File: config.mk
export PLATFORM = sky130hd
export DESIGN_NAME = shift_issue_stage
export DESIGN_NICKNAME = d
export VERILOG_FILES = /design/src/rtl/shift_issue_stage.sv
export SDC_FILE = /design/constraint.sdc
export NUM_CORES = 1
export LEC_CHECK = 0
export BUFFER_PORTS_ARGS = -buffer_cell sky130_fd_sc_hd__buf_4
export CORE_ASPECT_RATIO = 1.4
export CORE_UTILIZATION = 30
export CTS_CLUSTER_SIZE = 20
export DETAILED_ROUTE_END_ITERATION = 10
export HOLD_SLACK_MARGIN = 0.12
export PLACE_DENSITY = 0.52
export SLEW_MARGIN = 10
export SYNTH_ARGS = -nofsm -noshare
export SYNTH_HDL_FRONTEND = slang
export SYNTH_SLANG_ARGS = --single-unit
export TNS_END_PERCENT = 20
File: constraint.sdc
create_clock -name clk -period 4.8 [get_ports clk]
set_input_delay 0.48 -clock clk [delete_from_list [all_inputs] [get_ports clk]]
set_output_delay 0.48 -clock clk [all_outputs]
set_load 0.05 [all_outputs]
File: src/rtl/shift_issue_stage.sv
// rtl/shift_issue_stage.sv - decode R-type shift instructions and issue shifter operands via a 2-entry skid buffer
//
// Ports:
//   clk          rising-edge clock
//   rst_n        synchronous active-low reset
//   flush        synchronous flush, drops all buffered entries
//   in_valid     instruction/operands valid
//   in_ready     stage can accept (registered)
//   in_instr     raw instruction word
//   in_rs_val    GPR[rs], low AW bits are the variable shift amount
//   in_rt_val    GPR[rt], value to shift
//   out_valid    operands valid toward shifter
//   out_ready    downstream accepts
//   out_data     shifter data_in
//   out_opsel    shifter bs_opsel {arith,leftright,logicrot}
//   out_amount   shifter shift_amount
//   out_rd       destination register instr[15:11]
//   out_illegal  instruction is not a supported shift
module shift_issue_stage #(
    parameter int REGS_WIDTH = 32,
    parameter int TAG_W      = 5,
    localparam int AW        = $clog2(REGS_WIDTH)
) (
    input  logic                  clk,
    input  logic                  rst_n,
    input  logic                  flush,
    input  logic                  in_valid,
    output logic                  in_ready,
    input  logic [31:0]           in_instr,
    input  logic [REGS_WIDTH-1:0] in_rs_val,
    input  logic [REGS_WIDTH-1:0] in_rt_val,
    output logic                  out_valid,
    input  logic                  out_ready,
    output logic [REGS_WIDTH-1:0] out_data,
    output logic [2:0]            out_opsel,
    output logic [AW-1:0]         out_amount,
    output logic [TAG_W-1:0]      out_rd,
    output logic                  out_illegal
);

    localparam int SW = (AW > 5) ? AW : 5;
    localparam int PW = REGS_WIDTH + 3 + AW + TAG_W + 1;

    typedef enum logic [1:0] {
        ST_EMPTY = 2'd0,
        ST_ONE   = 2'd1,
        ST_TWO   = 2'd2
    } state_t;

    state_t          r_state;
    logic [PW-1:0]   r_main;
    logic [PW-1:0]   r_skid;
    logic            r_in_ready;
    logic            r_out_valid;

    logic [5:0]      w_opcode;
    logic [5:0]      w_funct;
    logic [SW-1:0]   w_shamt_ext;
    logic [AW-1:0]   w_shamt;
    logic [AW-1:0]   w_var_amt;
    logic [2:0]      w_opsel;
    logic [AW-1:0]   w_amount;
    logic            w_illegal;
    logic [TAG_W-1:0] w_rd;
    logic [PW-1:0]   w_payload;
    logic            w_accept;
    logic            w_pop;
    logic            w_unused_bits;

    assign w_opcode    = in_instr[31:26];
    assign w_funct     = in_instr[5:0];
    assign w_shamt_ext = SW'(in_instr[10:6]);
    assign w_shamt     = w_shamt_ext[AW-1:0];
    assign w_var_amt   = in_rs_val[AW-1:0];
    assign w_rd        = TAG_W'(in_instr[15:11]);

    assign w_unused_bits = ^{in_instr[25:22], in_instr[20:16], in_rs_val[REGS_WIDTH-1:AW]};

    always_comb begin
        w_opsel   = 3'b000;
        w_amount  = '0;
        w_illegal = 1'b0;
        if (w_opcode != 6'd0) begin
            w_illegal = 1'b1;
        end else begin
            case (w_funct)
                6'b000000: begin
                    w_opsel  = 3'b000;
                    w_amount = w_shamt;
                end
                6'b000010: begin
                    // r2 ROTR reuses the SRL funct, distinguished by the rs-field LSB
                    w_opsel  = in_instr[21] ? 3'b011 : 3'b010;
                    w_amount = w_shamt;
                end
                6'b000011: begin
                    w_opsel  = 3'b110;
                    w_amount = w_shamt;
                end
                6'b000100: begin
                    w_opsel  = 3'b000;
                    w_amount = w_var_amt;
                end
                6'b000110: begin
                    // r2 ROTRV reuses the SRLV funct, distinguished by the shamt-field LSB
                    w_opsel  = in_instr[6] ? 3'b011 : 3'b010;
                    w_amount = w_var_amt;
                end
                6'b000111: begin
                    w_opsel  = 3'b110;
                    w_amount = w_var_amt;
                end
                default: begin
                    w_illegal = 1'b1;
                end
            endcase
        end
    end

    assign w_payload = {in_rt_val, w_opsel, w_amount, w_rd, w_illegal};

    // in_ready is registered, so it already reflects "skid slot free"
    assign w_accept = in_valid && r_in_ready;
    assign w_pop    = r_out_valid && out_ready;

    always_ff @(posedge clk) begin
        if (!rst_n) begin
            r_state     <= ST_EMPTY;
            r_main      <= '0;
            r_skid      <= '0;
            r_in_ready  <= 1'b1;
            r_out_valid <= 1'b0;
        end else if (flush) begin
            r_state     <= ST_EMPTY;
            r_in_ready  <= 1'b1;
            r_out_valid <= 1'b0;
        end else begin
            case (r_state)
                ST_EMPTY: begin
                    if (w_accept) begin
                        r_main      <= w_payload;
                        r_state     <= ST_ONE;
                        r_out_valid <= 1'b1;
                    end
                end
                ST_ONE: begin
                    if (w_accept && !w_pop) begin
                        r_skid     <= w_payload;
                        r_state    <= ST_TWO;
                        r_in_ready <= 1'b0;
                    end else if (w_pop && !w_accept) begin
                        r_state     <= ST_EMPTY;
                        r_out_valid <= 1'b0;
                    end else if (w_pop && w_accept) begin
                        r_main <= w_payload;
                    end
                end
                ST_TWO: begin
                    if (w_pop) begin
                        r_main     <= r_skid;
                        r_state    <= ST_ONE;
                        r_in_ready <= 1'b1;
                    end
                end
                default: begin
                    r_state     <= ST_EMPTY;
                    r_in_ready  <= 1'b1;
                    r_out_valid <= 1'b0;
                end
            endcase
        end
    end

    assign in_ready  = r_in_ready;
    assign out_valid = r_out_valid;
    assign {out_data, out_opsel, out_amount, out_rd, out_illegal} = r_main;

endmodule

# Word-level counts from Yosys, hierarchy flattened
# Cells that the tools add are included.
# Widths: inputs -> output; s select.
# word_totals
output_inout_bits,48
register_bits,96
in_bits,101
elab_cells,71
# classes
bitwise_logic,4
eq_ne,15
n_mux,26
reduce_logical,21
# ops
op,count
$mux 46,5
$pmux 46 s3,1
$eq 6x3->1 const B,3
$ne 2x2->1 const B,7
$eq 6x2->1 const B,2
$pmux 5 s2,1
$mux 1,9
$pmux 3 s3,1
$reduce_and 3->1,3
$mux 2,4
$reduce_and 7->1,1
$logic_not 6->1,1
$pmux 1 s3,2
$pmux 2 s3,1
$reduce_bool 6->1,1
$reduce_or 3->1,2
$reduce_or 6->1,1
$logic_and 1x1->1,5
$mux 5,1
$not 1->1,4
$reduce_and 4->1,1
$reduce_or 2->1,2
$mux 3,1
$ne 3x3->1 const B,1
5 further kinds,6

# Logic depth before layout (Yosys ltp)
# Gate-level depths: netlist (run 1).
# depth
ltp_word,8
mapped_depth,9
depth_no_buf,7

# Least setup slack after synthesis (run 1)
# Ideal clock, no wire load.
# synth_path
kind,register to register
from,"register r_out_valid, in the netlist out_valid"
to,register r_main[2]
path_slack_ns,2.502
path_stages_with_launch,8
required_time_ns,4.684
setup_time_ns,0.116
n_path_buf,1
t_arrival_ns,2.182
period_less_slack_ns,2.298
path_cell_list,dfxtp_1 -> nand2_1 -> ha_1 -> or3b_4 -> o211ai_4 -> nand2_4 -> buf_6 -> a31o_2
# synth_via
elab_chain_len,5
word_cells_on_any_way,10
cone_classes,eq/ne (4); reduce/logical (6)
# synth_lines
element,line_no,rtl
"start, declared",54,logic r_out_valid;
"start signal, assigned",132,r_out_valid <= 1'b0;
"start signal, assigned",136,r_out_valid <= 1'b0;
"start signal, assigned",143,r_out_valid <= 1'b1;
$logic_and 1x1->1 (*),124,assign w_pop = r_out_valid && out_ready;
$logic_not 1->1,147,if (w_accept && !w_pop) begin
$logic_and 1x1->1,147,
$ne 2x2->1 (no line),n/a,
$reduce_and 7->1 (no line) (*),n/a,
"end signal, assigned",141,r_main <= w_payload;
"end signal, assigned",155,r_main <= w_payload;
"end signal, assigned",160,r_main <= r_skid;
"end, declared",51,logic [PW-1:0] r_main;
# Every way passes the cells marked *; elsewhere a longest branch is shown, timed or not.
# A chain may end at the register's enable or synchronous reset.

# Worst setup path after layout (run 1)
# layout_path
from,"register r_in_ready, in the netlist in_ready"
to,register r_main[11]
# layout_via
elab_chain_len,5
word_cells_on_any_way,10
cone_classes,eq/ne (4); reduce/logical (6)
# layout_lines
element,line_no,rtl
"start, declared",53,logic r_in_ready;
"start signal, assigned",131,r_in_ready <= 1'b1;
"start signal, assigned",135,r_in_ready <= 1'b1;
"start signal, assigned",150,r_in_ready <= 1'b0;
$logic_and 1x1->1 (*),123,assign w_accept = in_valid && r_in_ready;
$logic_not 1->1,151,end else if (w_pop && !w_accept) begin
$logic_and 1x1->1,151,
$ne 2x2->1 (no line),n/a,
$reduce_and 7->1 (no line) (*),n/a,
# Marked as above.

==> results.cfg, run 1 <==
[route]
totalWireLength_um = 12700
route.detailed.vias_per_inst = 5.19
drc_errors = 0
total_number_of_vias = 4049
first_iter_violations = 172
avgRoutedWirePerCell_um = 16.3
antenna_left = 0
drt-pass1-iter-count = 4

[power]
seq_power_share = 0.450
cellInternalPower_mw = 1.34
net-switching-power_mw = 0.536
power.share.clock = 0.383
vdd_drop_max_v = 0.000184
p_leak_nw = 2.17
power.switching_fraction = 0.286
power-per-cell-area_mw_per_mm2 = 332
p_comb_frac = 0.167

[sta]
max_clock_freq_mhz = 357
post-route-min-period_ns = 2.80
worst-slew-pin-transition_ns = 1.15
final-hold-violation-count = 0
setup_total_negative_slack_ns = 0
final-max-slew-violation-count = 0
skew_ns = 0.00868
setup_repair_after_global_routing_missed_its_margin = no
final.period_utilization = 0.584
finalSetupViolations = 0
worst_slew_margin_rel = 0.232

[synthesis]
asyncSetResetFlopFracSynth = 0
netlist_instances = 506
ys_dominant_reg_cell = sky130_fd_sc_hd__dfxtp_1
synth.avg_cell_area_um2 = 8.86
number_of_enable_flip_flop_cells_after_synthesis = 0
yosysWarningCount = 0
yosys_reg_bits = 96
synth_sequential_area_ratio = 0.429
synthesis.area_mm2 = 0.00448
syn_nets = 610
distinct_cell_type_count_after_synthesis = 51

[global_route]
first_global_vias = 3929
grt_antenna_before_repair = 0
grt_pass1_wl_um = 20500
global_route.peak_usage_layer = met2
globalRouteMet1Util = 0.195
groute.layer.met3.usage = 0.0277
groute.layer.met2.usage = 0.305
globalRouteOverflowTotal = 0
groute.usage.overall = 0.170
pin_count_of_the_biggest_net_entering_global_routing = 51

[critical_path]
setup.worst_path.end_class = flip-flop
worstPathMaxFanout = 25
timing.critical_path.arrival_ns = 3.03
start_kind = flip-flop
worstPathRequired_ns = 5.03
worst-setup-path-type = reg2reg
r2r.worst_path.cells = 7

[clock_tree]
cts_buffer_depth = 2
root_buffer = sky130_fd_sc_hd__clkbuf_16
clock_tree.htree_level_count = 3
clock_latency_ns = 0.34
post_cts_resized = 0
clock_slew_at_reported_path_ffs_ns = 0.07
cts.sinks = 96
tritoncts.num_buffers = 9
tritoncts_clock_tree = done
cts_setup_buffers = 0
cts_hold_repair.buffers = 0

[placement]
buffer_ports.inserted = 112
placedCellCount = 764
placement.cell_area_mm2 = 0.00535
sum_of_net_half_perimeters_after_detailed_placement_um = 8070
place.gp.congestion = 0.761

[hold_path]
min_path_cells = 3
min_path_type = in2reg

[floorplanning]
die_w_um = 105
ios = 149
core_region_area_mm2 = 0.0145
row_count = 52
floorplan.initialDensity = 0.309
die-height_um = 147
design.die.area_mm2 = 0.0154

[finish]
area.growth.synth_to_final_pct = 26.0
final_cell_mix = sky130_fd_sc_hd__nand2_1 (157), sky130_fd_sc_hd__buf_4 (117), sky130_fd_sc_hd__dfxtp_1 (96), sky130_fd_sc_hd__a21oi_1 (63), sky130_fd_sc_hd__a2111oi_2 (17)
stdcell_area_mm2 = 0.00565
fin_nets = 690
finalNonFillerCells = 780
fillers = 1481
antenna_cells_inserted = 0
layout.cells.most_common = sky130_fd_sc_hd__nand2_1
post_route_cells_drive_above_1_share = 0.325

[job]
cap_viol_max_count = 0

[outcome]
run_status = completed
metal layers:
layer  wire, µm  vias up
met2       6710       84
met1       5330     1973
li1           -     1971
met5          0        -
met3        371       21
met4        331        0
per-stage QoR:
stage / setup slack (ns) / utilization / hold slack [ns] / power, mW
after CTS: 1.96 / 0.389 / 0.383 / 1.90
after detailed placement: 1.72 / 0.369 / 0.446 / 1.18
after floorplan: 2.50 / - / 0.427 / 1.07
after global routing: 1.83 / 0.389 / 0.389 / 1.96
after global placement: 1.75 / 0.369 / 0.437 / 1.18
final: 2.00 / 0.389 / 0.389 / 1.88
power groups by stage:
| stage | clock, mW | combinational [mW] | sequential (mW) |
|---|---|---|---|
| floorplan | 0 | 0.127 | 0.941 |
| global placement | 0 | 0.314 | 0.862 |
| detailed placement | 0 | 0.317 | 0.862 |
| CTS | 0.740 | 0.318 | 0.844 |
| global route | 0.778 | 0.334 | 0.847 |
| finish | 0.720 | 0.314 | 0.844 |
logic make-up (layout without fill, tap and decap cells):
| kind of cell | after synthesis | after routing | synth area share |
|---|---|---|---|
| AOI/OAI and AO/OA | 154 | 154 | 0.300 |
| muxes | 6 | 6 | 0.0134 |
| adders and majority gates | 3 | 3 | 0.00837 |
| and+or+nand+nor | 193 | 193 | 0.184 |
| buffers and inverters | 54 | 139 | 0.0653 |
| DFF | 96 | 96 | 0.429 |
final timing paths:
check,startpoint,end,slack [ns]
worst min-delay path,in_rt_val[20],r_skid[34],0.39
worst min register to register,r_skid[11],r_skid[11],0.45
worst max-delay path,in_ready,r_main[11],2.00
worst max register to register,in_ready,r_main[11],2.00
final cells by class:
type / instances / area (µm²) / area share
Timing Repair Buffer: 117 / 878 / 0.156
Sequential cell: 96 / 1920 / 0.340
Tap cell: 189 / 236 / 0.0419
Clock buffer: 10 / 229 / 0.0405
Clock inverter: 6 / 68.8 / 0.0122
Inverter: 6 / 23.8 / 0.00421
Multi-Input combinational cell: 356 / 2290 / 0.405
cells in the mapped netlist, types with 2 or more instances:
cell type | instances | share of area
sky130_fd_sc_hd__buf_1 | 4 | 0.0033
sky130_fd_sc_hd__ha_1 | 3 | 0.0084
sky130_fd_sc_hd__nor2_1 | 5 | 0.0042
sky130_fd_sc_hd__nand3_1 | 9 | 0.010
sky130_fd_sc_hd__nor2b_1 | 4 | 0.0056
sky130_fd_sc_hd__inv_1 | 6 | 0.0050
sky130_fd_sc_hd__o311ai_0 | 5 | 0.0098
sky130_fd_sc_hd__clkbuf_1 | 19 | 0.016
sky130_fd_sc_hd__buf_6 | 7 | 0.018
sky130_fd_sc_hd__o21ai_1 | 5 | 0.0056
sky130_fd_sc_hd__a21oi_1 | 63 | 0.070
sky130_fd_sc_hd__a311oi_2 | 14 | 0.047
sky130_fd_sc_hd__nor3_1 | 2 | 0.0022
sky130_fd_sc_hd__nand2b_1 | 3 | 0.0042
sky130_fd_sc_hd__a2111oi_4 | 2 | 0.012
sky130_fd_sc_hd__a31o_2 | 14 | 0.027
sky130_fd_sc_hd__o21ai_0 | 4 | 0.0045
sky130_fd_sc_hd__buf_2 | 12 | 0.013
sky130_fd_sc_hd__a2111oi_2 | 17 | 0.057
sky130_fd_sc_hd__mux2i_1 | 6 | 0.013
sky130_fd_sc_hd__nand4_1 | 2 | 0.0028
sky130_fd_sc_hd__a311oi_1 | 3 | 0.0059
sky130_fd_sc_hd__dfxtp_1 | 96 | 0.43
sky130_fd_sc_hd__buf_4 | 6 | 0.010
sky130_fd_sc_hd__o211a_1 | 6 | 0.013
sky130_fd_sc_hd__nand2_1 | 157 | 0.13
sky130_fd_sc_hd__a31o_1 | 7 | 0.014
sky130_fd_sc_hd__a2111oi_0 | 2 | 0.0039
worst max-delay path, cell delays in order, from the launching register on:
cell and delay [ns]:
sky130_fd_sc_hd__dfxtp_1 0.34, sky130_fd_sc_hd__nand2_1 0.11, sky130_fd_sc_hd__inv_1 0.07, sky130_fd_sc_hd__ha_1 0.27, sky130_fd_sc_hd__or3b_4 0.43, sky130_fd_sc_hd__o211ai_4 0.69, sky130_fd_sc_hd__nand2_4 0.34, sky130_fd_sc_hd__o311a_1 0.45
registers in the layout, summed over array words and instances (netlist names):
signal / count
r_state: 2
in_ready: 1
out_valid: 1
r_main: 46
r_skid: 46
No activity file was read; power rests on OpenSTA's default activity.
==> run 2, diff against run 1 <==
Settings changed: ABC_AREA set to 1.
Clock period 4.8 ns to 2.89 ns, I/O delays scaled along.
==> run 2 against run 1 <==
  * Setup slack worse by 1.3 ns
  * Combinational power is 96% higher
  * Clock skew is 0.0014 ns lower
  * Power is 87% higher
  * Area after synthesis is 3.6% lower
  * Cell area is 1.1% lower
  * Critical path type unchanged
==> results.cfg, run 2 <==
[outcome]
run_status = completed

[synthesis]
yosys.cell_count.top_type = sky130_fd_sc_hd__nor2_1
synth.cells.most_frequent = sky130_fd_sc_hd__nor2_1 (127), sky130_fd_sc_hd__nand2_1 (111), sky130_fd_sc_hd__dfxtp_1 (96)
number_of_enable_flip_flop_cells_after_synthesis = 0
distinct_cell_type_count_after_synthesis = 24
yosys_reg_bits = 96
syn_nets = 729
asyncSetResetFlopFracSynth = 0
yosysWarningCount = 0
synthDominantCellAreaShare = 0.445
synth_sequential_area_ratio = 0.445
netlist_instances = 625
netlist_top_cells_area = sky130_fd_sc_hd__dfxtp_1 (44%), sky130_fd_sc_hd__nor2_1 (11%), sky130_fd_sc_hd__nand2_1 (9.6%), sky130_fd_sc_hd__o21ai_0 (6.8%), sky130_fd_sc_hd__o21ai_1 (6.3%)
biggest_area_consumer_among_synthesized_cells = sky130_fd_sc_hd__dfxtp_1
synthesis.area_mm2 = 0.00432
ys_dominant_reg_cell = sky130_fd_sc_hd__dfxtp_1
synth.avg_cell_area_um2 = 6.91

[clock_tree]
clock_slew_at_reported_path_ffs_ns = 0.07
tritoncts_clock_tree = done
clock_latency_ns = 0.33
cts.sinks = 96
root_buffer = sky130_fd_sc_hd__clkbuf_16
cts_setup_buffers = 0
tritoncts.num_buffers = 9
clock_tree.htree_level_count = 3
cts_buffer_depth = 2
post_cts_resized = 0
cts_hold_repair.buffers = 0

[sta]
finalSetupViolations = 0
post-route-min-period_ns = 2.15
final-hold-violation-count = 0
max_clock_freq_mhz = 465
setup_repair_after_global_routing_missed_its_margin = no
setup_total_negative_slack_ns = 0
final-max-slew-violation-count = 0
final.period_utilization = 0.744
skew_ns = 0.00727
worst-slew-pin-transition_ns = 0.796
worst_slew_margin_rel = 0.469

[route]
avgRoutedWirePerCell_um = 11.9
antenna_left = 0
drt-pass1-iter-count = 4
total_number_of_vias = 4073
first_iter_violations = 109
route.detailed.vias_per_inst = 4.50
totalWireLength_um = 10800
drc_errors = 0

[placement]
sum_of_net_half_perimeters_after_detailed_placement_um = 7320
place.gp.congestion = 0.856
buffer_ports.inserted = 112

[global_route]
globalRouteOverflowTotal = 0
first_global_vias = 3832
groute.usage.overall = 0.153
grt_antenna_before_repair = 0
grt_pass1_wl_um = 17600
pin_count_of_the_biggest_net_entering_global_routing = 52

[critical_path]
critPathBufInv = 3
critical_path.slowest_cell = sky130_fd_sc_hd__inv_4
timing.critical_path.arrival_ns = 2.38
setup.worst_path.end_class = flip-flop
timing.critical_path.cells = nand2_1, inv_1, ha_1, nand2_2, nand2_2, nor2_4, nand2_8, inv_4, nand3_1, nand2_1, inv_1
worst_path_largest_cell_delay_ns = 0.43
start_kind = flip-flop
worstPathMaxFanout = 51
worstPathRequired_ns = 3.12
critical-path-top-delay-family = simple AND/OR/NAND/NOR gates
worst-setup-path-type = reg2reg

[finish]
layout_top_registers = r_main x46, r_skid x46, r_state x2
final_cell_mix = sky130_fd_sc_hd__nor2_1 (127), sky130_fd_sc_hd__buf_4 (116), sky130_fd_sc_hd__nand2_1 (111), sky130_fd_sc_hd__dfxtp_1 (96), sky130_fd_sc_hd__o21ai_0 (59)
area.growth.synth_to_final_pct = 29.2
fillers = 1465
layout.cells.most_common = sky130_fd_sc_hd__nor2_1
final_core_utilization = 0.400
fin_nets = 819
antenna_cells_inserted = 0
post_route_cells_drive_above_1_share = 0.203

[floorplanning]
row_count = 51
die-height_um = 144
core_region_area_mm2 = 0.0140
design.die.area_mm2 = 0.0149
die_w_um = 103
ios = 149
floorplan.initialDensity = 0.309

[power]
vdd_drop_max_v = 0.000258
power-per-cell-area_mw_per_mm2 = 629
p_leak_nw = 2.52
power.total_mw = 3.51

[job]
cap_viol_max_count = 0

[hold_path]
min_path_type = in2reg
run 2: changes by cell type in the layout (fill, tap and decap cells not counted), moves of 17 or more:
cell	change
sky130_fd_sc_hd__a2111oi_2	-17
sky130_fd_sc_hd__nor2_1	+122
sky130_fd_sc_hd__a21oi_1	-21
sky130_fd_sc_hd__inv_1	+51
sky130_fd_sc_hd__o21ai_0	+55
sky130_fd_sc_hd__nand2_1	-46
sky130_fd_sc_hd__o21ai_1	+49
run 2: cell type report:
type	count	area [µm²]	share of cell area
Clock buffer	11	243	0.0435
Clock inverter	5	128	0.0228
Inverter	61	231	0.0414
Multi-Input combinational cell	429	1920	0.344
Sequential cell	96	1920	0.344
Tap cell	185	231	0.0414
Timing Repair Buffer	118	911	0.163
run 2: path summary, 6_finish.rpt:
check,to,cells past startpoint,from,slack [ns]
setup / recovery,r_main[12],11,in_ready,0.74
hold / removal,r_skid[34],3,in_rt_val[20],0.19
setup reg to reg,r_main[12],11,in_ready,0.74
hold reg to reg,r_skid[2],2,r_skid[2],0.45
run 2: metrics by stage:
step / std cells / hold WS [ns] / instance area (µm²) / setup slack [ns]
global placement: 889 / 0.435 / 5220 / 0.626
floorplan: 625 / 0.424 / 4320 / 1.01
finish: 905 / 0.187 / 5590 / 0.740
global route: 905 / 0.195 / 5590 / 0.479
CTS: 905 / 0.177 / 5590 / 0.679
detailed placement: 889 / 0.441 / 5220 / 0.622
run 2: per-layer routing:
metal / part of all wire / wire (µm) / global-route usage
met2: 0.51 / 5520 / 0.276
met1: 0.44 / 4710 / 0.175
met3: 0.032 / 341 / 0.0290
met5: 0 / 0 / 0
met4: 0.019 / 204 / 0.0623
run 2: worst reg2reg max path, stage by stage, from the launching register on:
cell and delay (ns):
sky130_fd_sc_hd__dfxtp_1 0.34, sky130_fd_sc_hd__nand2_1 0.10, sky130_fd_sc_hd__inv_1 0.08, sky130_fd_sc_hd__ha_1 0.24
sky130_fd_sc_hd__nand2_2 0.12, sky130_fd_sc_hd__nand2_2 0.08, sky130_fd_sc_hd__nor2_4 0.16, sky130_fd_sc_hd__nand2_8 0.23
sky130_fd_sc_hd__inv_4 0.44, sky130_fd_sc_hd__nand3_1 0.14, sky130_fd_sc_hd__nand2_1 0.09, sky130_fd_sc_hd__inv_1 0.04
run 2: cell families (layout without fill, tap and decap cells):
| kind of cell | after synthesis | in the layout | synth area share |
|---|---|---|---|
| adder cells (fa/ha/maj) | 3 | 3 | 0.00869 |
| flip-flops | 96 | 96 | 0.445 |
| AO/OA/AOI/OAI | 157 | 157 | 0.184 |
| AND/OR/NAND/NOR | 269 | 269 | 0.252 |
| buffers and inverters | 100 | 195 | 0.111 |
run 2: where the power goes:
group	internal, mW	total, mW	switching, mW
clock network	0.958	1.46	0.501
logic	0.209	0.617	0.407
registers	1.40	1.44	0.0381
total	2.56	3.51	0.946
==> run 3, diff against run 2 <==
Clock period 2.89 ns to 2.2 ns, I/O delays scaled along.
==> run 3 against run 2 <==
  * Fmax grew 11%
  * Highest routed layer unchanged
  * Largest cell class unchanged
  * Sequential share of layout area is 0.12 points lower
  * Core utilization up 0.13 points
==> results.cfg, run 3 (synthesized netlist as in run 2, its figures left out) <==
[clock_tree]
tritoncts_clock_tree = done
clock_tree.htree_level_count = 3
clock_latency_ns = 0.34
post_cts_resized = 0
root_buffer = sky130_fd_sc_hd__clkbuf_16
tritoncts.num_buffers = 9
cts_hold_repair.buffers = 7
clock_slew_at_reported_path_ffs_ns = 0.07
cts_buffer_depth = 2
cts_setup_buffers = 0
cts.sinks = 96

[power]
power.total_mw = 4.27
power-per-cell-area_mw_per_mm2 = 761
p_leak_nw = 2.52
vdd_drop_max_v = 0.000309

[route]
first_iter_violations = 118
drc_errors = 0
antenna_left = 0
totalWireLength_um = 10800
total_number_of_vias = 4071
route.detailed.vias_per_inst = 4.44
avgRoutedWirePerCell_um = 11.8
drt-pass1-iter-count = 4

[critical_path]
critPathBufInv = 3
timing.critical_path.cells = nand2_1, inv_1, ha_1, nand2_2, nand2_2, nor2_4, nand2_8, inv_4, buf_12, nor2_1, nor2_1
critical-path-top-delay-family = simple AND/OR/NAND/NOR gates
worstPathRequired_ns = 2.47
worst-setup-path-type = reg2reg
setup.worst_path.end_class = flip-flop
r2r.worst_path.cells = 11
cp.depth = 11
timing.critical_path.arrival_ns = 2.21
critical_path.slowest_cell = sky130_fd_sc_hd__dfxtp_1
worstPathMaxFanout = 23
worst_path_largest_cell_delay_ns = 0.34
start_kind = flip-flop

[placement]
placement.cell_area_mm2 = 0.00525
placedCellCount = 893
place.gp.congestion = 0.769
buffer_ports.inserted = 112
sum_of_net_half_perimeters_after_detailed_placement_um = 7370

[finish]
fillers = 1484
post_route_cells_drive_above_1_share = 0.204
sequential_cell_area_mm2 = 0.00192
final_cell_mix = sky130_fd_sc_hd__nor2_1 (127), sky130_fd_sc_hd__buf_4 (120), sky130_fd_sc_hd__nand2_1 (111), sky130_fd_sc_hd__dfxtp_1 (96), sky130_fd_sc_hd__o21ai_0 (59)
stdcell_area_mm2 = 0.00560
finalNonFillerCells = 916
final_core_utilization = 0.401
multiInputGateArea_mm2 = 0.00192
antenna_cells_inserted = 0
area.growth.synth_to_final_pct = 29.7
fin_nets = 830
layout.cells.most_common = sky130_fd_sc_hd__nor2_1
layout_top_registers = r_main x46, r_skid x46, r_state x2

[sta]
final.period_utilization = 0.883
post-route-min-period_ns = 1.94
skew_ns = 0.00683
setup_repair_after_global_routing_missed_its_margin = no
finalSetupViolations = 0
final-max-slew-violation-count = 0
final-hold-violation-count = 0
worst_slew_margin_rel = 0.710
setup_total_negative_slack_ns = 0
worst-slew-pin-transition_ns = 0.434
max_clock_freq_mhz = 515

[floorplanning]
floorplan.initialDensity = 0.309
core_region_area_mm2 = 0.0140
ios = 149
row_count = 51
die-height_um = 144
die_w_um = 103
design.die.area_mm2 = 0.0149

[global_route]
pin_count_of_the_biggest_net_entering_global_routing = 63
grt_antenna_before_repair = 0
grt_pass1_wl_um = 17300
globalRouteOverflowTotal = 0
first_global_vias = 3722
groute.usage.overall = 0.150

[job]
cap_viol_max_count = 0

[outcome]
run_status = completed

[hold_path]
min_path_type = in2reg
min_path_cells = 3
## run 3: cell types whose count changed in the layout (fill, tap and decap cells not counted)
| cell | delta |
|---|---|
| sky130_fd_sc_hd__clkinv_2 | +2 |
| sky130_fd_sc_hd__clkbuf_1 | +1 |
| sky130_fd_sc_hd__inv_6 | +1 |
| sky130_fd_sc_hd__dlygate4sd3_1 | +7 |
| sky130_fd_sc_hd__clkbuf_8 | -1 |
| sky130_fd_sc_hd__buf_4 | +4 |
| sky130_fd_sc_hd__bufinv_16 | -3 |
## run 3: routing by layer
| layer | track usage | vias up | part of all wire |
|---|---|---|---|
| met1 | 0.176 | 1792 | 0.44 |
| li1 | - | 2183 | - |
| met3 | 0.0184 | 15 | 0.029 |
| met4 | 0.0675 | 0 | 0.020 |
| met5 | 0 | - | 0 |
| met2 | 0.267 | 81 | 0.51 |
## run 3: final timing paths
| path | slack (ns) | end | start |
|---|---|---|---|
| max | 0.26 | r_main[5] | in_ready |
| min | 0.13 | r_skid[38] | in_rt_val[24] |
| max reg2reg | 0.26 | r_main[5] | in_ready |
| min reg2reg | 0.45 | r_skid[31] | r_skid[31] |
## run 3: cell type report
type | instances | share of cell area
flip-flops and latches | 96 | 0.343
multi-input cells | 429 | 0.342
repair buffers | 129 | 0.180
clock buffers | 11 | 0.0415
inverters | 61 | 0.0413
well taps | 185 | 0.0413
clock inverters | 5 | 0.0100
## run 3: worst min-delay path, cell delays in order
cell and delay (ns):
sky130_fd_sc_hd__buf_4 0.09, sky130_fd_sc_hd__nor2_1 0.04, sky130_fd_sc_hd__nor2_1 0.09
## run 3: power breakdown
part | total, mW | switching (mW) | internal, mW
clock | 1.55 | 0.665 | 0.883
combinational | 0.832 | 0.540 | 0.292
sequential | 1.89 | 0.0503 | 1.84
total | 4.27 | 1.26 | 3.01
## run 3: stage by stage
stage          hold WS [ns]  worst slack (ns)
6_report              0.129             0.258
5_1_grt               0.136            0.0742
3_3_place_gp          0.433             0.278
2_1_floorplan         0.355             0.315
4_1_cts               0.121             0.236
3_5_place_dp          0.444             0.247
